## src/rtl/adder4_if.sv

```systemverilog
`timescale 1ns/1ps
`default_nettype none
// ============================================================================
//  Module      : adder4_if
//  Description : Operand/result bundle for the excess-3 adder. The master
//                side drives the operands A and B and observes every
//                result. The slave side (the adder) consumes the operands and
//                drives the results.
//  Signals     : A, B         - 4-bit operands
//                sum_e3       - combinational (A + B + OFFSET) mod 16
//                overflow     - combinational sign-overflow flag
//                sum_q        - sum_e3 registered on clk
//                overflow_q   - overflow registered on clk
//                ovf_sticky   - sticky overflow (constant 0 unless enabled)
//  Revision    : 1.0 - initial release
// ============================================================================
interface adder4_if;
    logic [3:0] A;
    logic [3:0] B;
    logic [3:0] sum_e3;
    logic       overflow;
    logic [3:0] sum_q;
    logic       overflow_q;
    logic       ovf_sticky;

    modport master (
        output A, B,
        input  sum_e3, overflow, sum_q, overflow_q, ovf_sticky
    );

    modport slave (
        input  A, B,
        output sum_e3, overflow, sum_q, overflow_q, ovf_sticky
    );
endinterface
`default_nettype wire

```

## src/rtl/adder4.sv

```systemverilog
`timescale 1ns/1ps
`default_nettype none
// ============================================================================
//  Module      : adder4
//  Description : 4-bit excess-3 adder. Computes (A + B + OFFSET) mod 16 with
//                a ripple-carry chain of full adders (A + B first, OFFSET
//                injected as a second addend stage), plus a sign-overflow
//                flag judged against the final excess-3 result. Combinational
//                results are also provided as registered copies.
//  Ports       : clk  - rising-edge clock
//                rst  - asynchronous, active-high reset (registered outputs)
//                bus  - adder4_if.slave (A, B in; sum_e3, overflow, sum_q,
//                       overflow_q, ovf_sticky out)
//  Parameters  : OFFSET - constant addend, 0..15 (3 gives excess-3)
//  Config      : ADDER4_STICKY_OVF_EN - when defined, ovf_sticky is a flop
//                set by any clock edge seeing overflow and cleared only by
//                rst; when undefined, ovf_sticky is constant 0.
//  Revision    : 1.0 - initial release
// ============================================================================
module adder4 #(
    parameter logic [3:0] OFFSET = 4'd3
) (
    input  wire logic  clk,
    input  wire logic  rst,
    adder4_if.slave    bus
);

    // Internal sum is kept wider than the result so no intermediate carry is
    // lost before the final truncation to 4 bits.
    localparam int c_SUM_W = 6;
    localparam int c_PAD_W = c_SUM_W - 4;

    logic [c_SUM_W-1:0] w_op_a;
    logic [c_SUM_W-1:0] w_op_b;
    logic [c_SUM_W-1:0] w_offset;
    logic [c_SUM_W-1:0] w_ab_sum;
    logic [c_SUM_W:0]   w_ab_carry;
    logic [c_SUM_W-1:0] w_full_sum;
    logic [c_SUM_W:0]   w_full_carry;
    logic [3:0]         w_sum_e3;
    logic               w_overflow;
    logic [3:0]         w_unused_bits;

    logic [3:0]         r_sum_q;
    logic               r_overflow_q;

    assign w_op_a   = {{c_PAD_W{1'b0}}, bus.A};
    assign w_op_b   = {{c_PAD_W{1'b0}}, bus.B};
    assign w_offset = {{c_PAD_W{1'b0}}, OFFSET};

    assign w_ab_carry[0]   = 1'b0;
    assign w_full_carry[0] = 1'b0;

    // Stage 1: A + B
    for (genvar gi = 0; gi < c_SUM_W; gi++) begin : g_ab_ripple
        assign w_ab_sum[gi]     = w_op_a[gi] ^ w_op_b[gi] ^ w_ab_carry[gi];
        assign w_ab_carry[gi+1] = (w_op_a[gi] & w_op_b[gi])
                                | (w_ab_carry[gi] & (w_op_a[gi] ^ w_op_b[gi]));
    end

    // Stage 2: (A + B) + OFFSET
    for (genvar gj = 0; gj < c_SUM_W; gj++) begin : g_offset_ripple
        assign w_full_sum[gj]     = w_ab_sum[gj] ^ w_offset[gj] ^ w_full_carry[gj];
        assign w_full_carry[gj+1] = (w_ab_sum[gj] & w_offset[gj])
                                  | (w_full_carry[gj] & (w_ab_sum[gj] ^ w_offset[gj]));
    end

    // Carries and bits above bit 3 are intentionally discarded (mod 16).
    assign w_unused_bits = {w_ab_carry[c_SUM_W], w_full_carry[c_SUM_W],
                            w_full_sum[c_SUM_W-1:4]};

    assign w_sum_e3 = w_full_sum[3:0];

    // Overflow compares operand signs with the excess-3 result, so the
    // offset itself can push a same-sign pair into overflow (2+3+3 = 8).
    assign w_overflow = (bus.A[3] == bus.B[3]) && (w_sum_e3[3] != bus.A[3]);

    always_ff @(posedge clk or posedge rst) begin
        if (rst) begin
            r_sum_q      <= 4'd0;
            r_overflow_q <= 1'b0;
        end else begin
            r_sum_q      <= w_sum_e3;
            r_overflow_q <= w_overflow;
        end
    end

`ifdef ADDER4_STICKY_OVF_EN
    logic r_ovf_sticky;

    always_ff @(posedge clk or posedge rst) begin
        if (rst) begin
            r_ovf_sticky <= 1'b0;
        end else if (w_overflow) begin
            r_ovf_sticky <= 1'b1;
        end
    end

    assign bus.ovf_sticky = r_ovf_sticky;
`else
    assign bus.ovf_sticky = 1'b0;
`endif

    assign bus.sum_e3     = w_sum_e3;
    assign bus.overflow   = w_overflow;
    assign bus.sum_q      = r_sum_q;
    assign bus.overflow_q = r_overflow_q;

endmodule
`default_nettype wire

```

## src/flat_wrapper.sv

```systemverilog
// flat-port wrapper written by rule: the top's interface ports become plain ports
module adder4_flat 
#(
    parameter logic [3:0] OFFSET = 4'd3
)
  (clk, rst, bus_A, bus_B, bus_sum_e3, bus_overflow, bus_sum_q, bus_overflow_q, bus_ovf_sticky);
  adder4_if bus_i ();
  input  wire logic clk;
  input  wire logic rst;
  input wire logic [$bits(bus_i.A)-1:0] bus_A;
  input wire logic [$bits(bus_i.B)-1:0] bus_B;
  output wire logic [$bits(bus_i.sum_e3)-1:0] bus_sum_e3;
  output wire logic [$bits(bus_i.overflow)-1:0] bus_overflow;
  output wire logic [$bits(bus_i.sum_q)-1:0] bus_sum_q;
  output wire logic [$bits(bus_i.overflow_q)-1:0] bus_overflow_q;
  output wire logic [$bits(bus_i.ovf_sticky)-1:0] bus_ovf_sticky;
  assign bus_i.A = bus_A;
  assign bus_i.B = bus_B;
  assign bus_sum_e3 = bus_i.sum_e3;
  assign bus_overflow = bus_i.overflow;
  assign bus_sum_q = bus_i.sum_q;
  assign bus_overflow_q = bus_i.overflow_q;
  assign bus_ovf_sticky = bus_i.ovf_sticky;
  adder4 #(.OFFSET(OFFSET)) u_core (.clk(clk), .rst(rst), .bus(bus_i));
endmodule
```

## config.mk

```make
export PLATFORM = sky130hd
export DESIGN_NAME = adder4_flat
export DESIGN_NICKNAME = d
export VERILOG_FILES = /design/src/rtl/adder4_if.sv /design/src/rtl/adder4.sv /design/src/flat_wrapper.sv
export SDC_FILE = /design/constraint.sdc
export NUM_CORES = 1
export LEC_CHECK = 0
export BUFFER_PORTS_ARGS = -buffer_cell sky130_fd_sc_hd__buf_4
export CORE_AREA = 2 2 39 41
export CTS_BUF_LIST = sky130_fd_sc_hd__clkbuf_2
export DETAILED_ROUTE_END_ITERATION = 6
export DIE_AREA = 0 0 41 43
export PLACE_DENSITY_LB_ADDON = 0.05
export SLEW_MARGIN = 10
export SYNTH_ARGS = -nofsm -noshare
export SYNTH_HDL_FRONTEND = slang
export SYNTH_SLANG_ARGS = --single-unit
```

## constraint.sdc

```tcl
create_clock -name clk -period 3.6 [get_ports clk]
set_clock_uncertainty 0.05 [all_clocks]
set_input_delay 0.36 -clock clk [delete_from_list [all_inputs] [get_ports clk]]
set_output_delay 0.36 -clock clk [all_outputs]
set_load 0.01 [all_outputs]
```

==> flow_summary.ini <==
[status]
status = completed

[clock_tree]
cts_setup_buffers = 0
cts_buffers = 3
cts_sinks = 5
clockRootBuffer = clkbuf_2
cts_tree = done
cts-resized-gates = 0
clk_pin_slew_ps = 50
htreeDepth = 1
clk_path_buf_depth = 2

[synth]
synth_top_family_by_area = adder cells
synth.mux.area_fraction_pct = 3.36
synth_xor_area_share_pct = 11.3
yosys.area_share.adder_pct = 26.1
yosysWarnings = 0
synth_top_area_cell = dfrtp_1
syn_area_um2 = 298
synthCells = 26
netlist_top_cells_area = dfrtp_1 (42%), fa_1 (13%), ha_1 (13%)
synth-seq-cells = 5
ys_seq_area_share_pct = 42.0
synthesis.nets = 41
syn_area_per_cell_um2 = 11.5
synth_top_area_share_pct = 42.0
yosys.area_share.simple_pct = 3.36
synth-compound-area-share_pct = 0
synth.distinct_cells = 11

[place]
port-buffer-count = 19
post-place-cells = 60
hpwl_um = 447
place.gp.congestion = 0.646
place_ws_ps = 876
place_area_um2 = 453

[run]
drv_cap = 0

[detailed_routing]
via_count = 236
drt_first_pass_iters = 1
drc = 0
top_layer_used = met3
drtIter0Drc = 0
wl_met3_um = 65
dr_wl_met2_um = 267
avgRoutedWirePerCell_um = 7.28
viasPerCell = 3.63
routed_wl_um = 473
drt-met1-wl_um = 140
drtAntennaViolNets = 0

[global_routing]
grt_pass1_vias = 249
grt_max_degree = 6
overflow = 0
grt_pass1_wl_um = 862
groute.usage.overall_pct = 7.58
grt_antenna_before_repair = 0

[setup_path]
endpoint = bus_overflow
critPathLaunchType = primary input
startpoint = bus_B[0]
crit_chain = buf_4 > ha_1 > inv_1 > fa_1 > inv_1 > fa_1 > ha_1 > xor2_2 > mux2i_1 > buf_4
critPathKind = primary input to output port
critical_path.max_stage_delay_ps = 410
worst_ep_arrival_time_ps = 2260
crit_fanout = 2
cp_data_required_time_ps = 3190
cp_slowest_cell = fa_1
crit_path_end_kind = output port

[cells_and_area]
instances_no_fill = 65
layout.nets = 65
diodes = 0
final_cell_area_um2 = 483
final_common_cell = buf_4
utilization_pct = 34.9
area_growth_pct = 62.2
drive_gt1_share_pct = 49.0
final_cell_mix = buf_4 (19), inv_1 (8), dfrtp_1 (5)

[die]
placementRows = 14
start_util_pct = 21.5
die-area_mm2 = 0.00176
dieHeight_um = 43
pin_count = 21
dieWidth_um = 41
coreArea_mm2 = 0.00138

[sta]
final_hold_viol_count = 0
final_max_slew_viol_count = 0
setup_viol = 0
finalSetupTns_ps = 0
min_period_over_period_pct = 74.3
layout_setup_ws_ps = 927
max_freq_mhz = 374
hold_ws_ps = 394
rsz0062_at_grt = false
min_period_ps = 2670

[hold_path]
hold_path.class = primary input to flip-flop
holdCritStartpoint = bus_B[3]

[pwr]
ir_drop_uv = 131
power_density_mw_per_mm2 = 458
power_mw = 0.221
power_leakage_nw = 0.271
==> synthesized netlist by cell type <==
master   count
dfrtp_1      5
buf_4        1
xnor2_1      2
xor2_2       1
inv_1        8
or2_1        1
conb_1       1
fa_1         2
ha_1         3
nand2_1      1
mux2i_1      1
==> metal layers <==
layer,track usage [%],up-vias
li1,-,116
met1,6.23,109
met2,12.8,11
met3,1.57,0
met4,8.00,0
met5,0,-
==> worst max-delay path, delay by kind of cell <==
kind | cells | cell delay (ps)
xor+xnor | 1 | 180
fa+ha+maj | 4 | 1120
buf+inv | 4 | 350
mux | 1 | 250
==> state kept, by name (all words and copies together) (netlist names) <==
| register | cells |
|---|---|
| u_core.bus.sum_q | 4 |
| u_core.bus.overflow_q | 1 |
==> kinds of logic after synthesis <==
group	after synthesis
xor gates and xnor gates	3
adders and majority gates	5
buffers and inverters	9
DFF	5
muxes	1
other	1
and+or+nand+nor	2
==> worst min-delay path by stage <==
stage	endpoint	slack (ps)	cells past startpoint
6_report	u_core.bus.overflow_q	390	3
3_5_place_dp	u_core.bus.sum_q[0]	220	2
2_1_floorplan	u_core.bus.overflow_q	90	1
3_3_place_gp	u_core.bus.sum_q[1]	220	2
5_1_grt	u_core.bus.sum_q[0]	400	3
4_1_cts	u_core.bus.sum_q[0]	380	3
==> repair_timing <==
item                                    in CTS  in global routing
endpoints found under the setup margin       0                  0
hold endpoints to repair                     5                  0
hold buffers                                 1                  0
==> layout make-up <==
class | instances | area [µm²]
clock buffers | 4 | 20.0
flip-flops and latches | 5 | 125
multi-input cells | 12 | 135
repair buffers | 20 | 153
fillers | 158 | 901
inverters | 8 | 30.0
well taps | 16 | 20.0
==> where the power goes <==
part           switching [mW]  internal, mW
combinational          0.0442        0.0544
clock                  0.0203        0.0294
sequential            0.00322        0.0697
No activity file was read; power rests on OpenSTA's default activity.
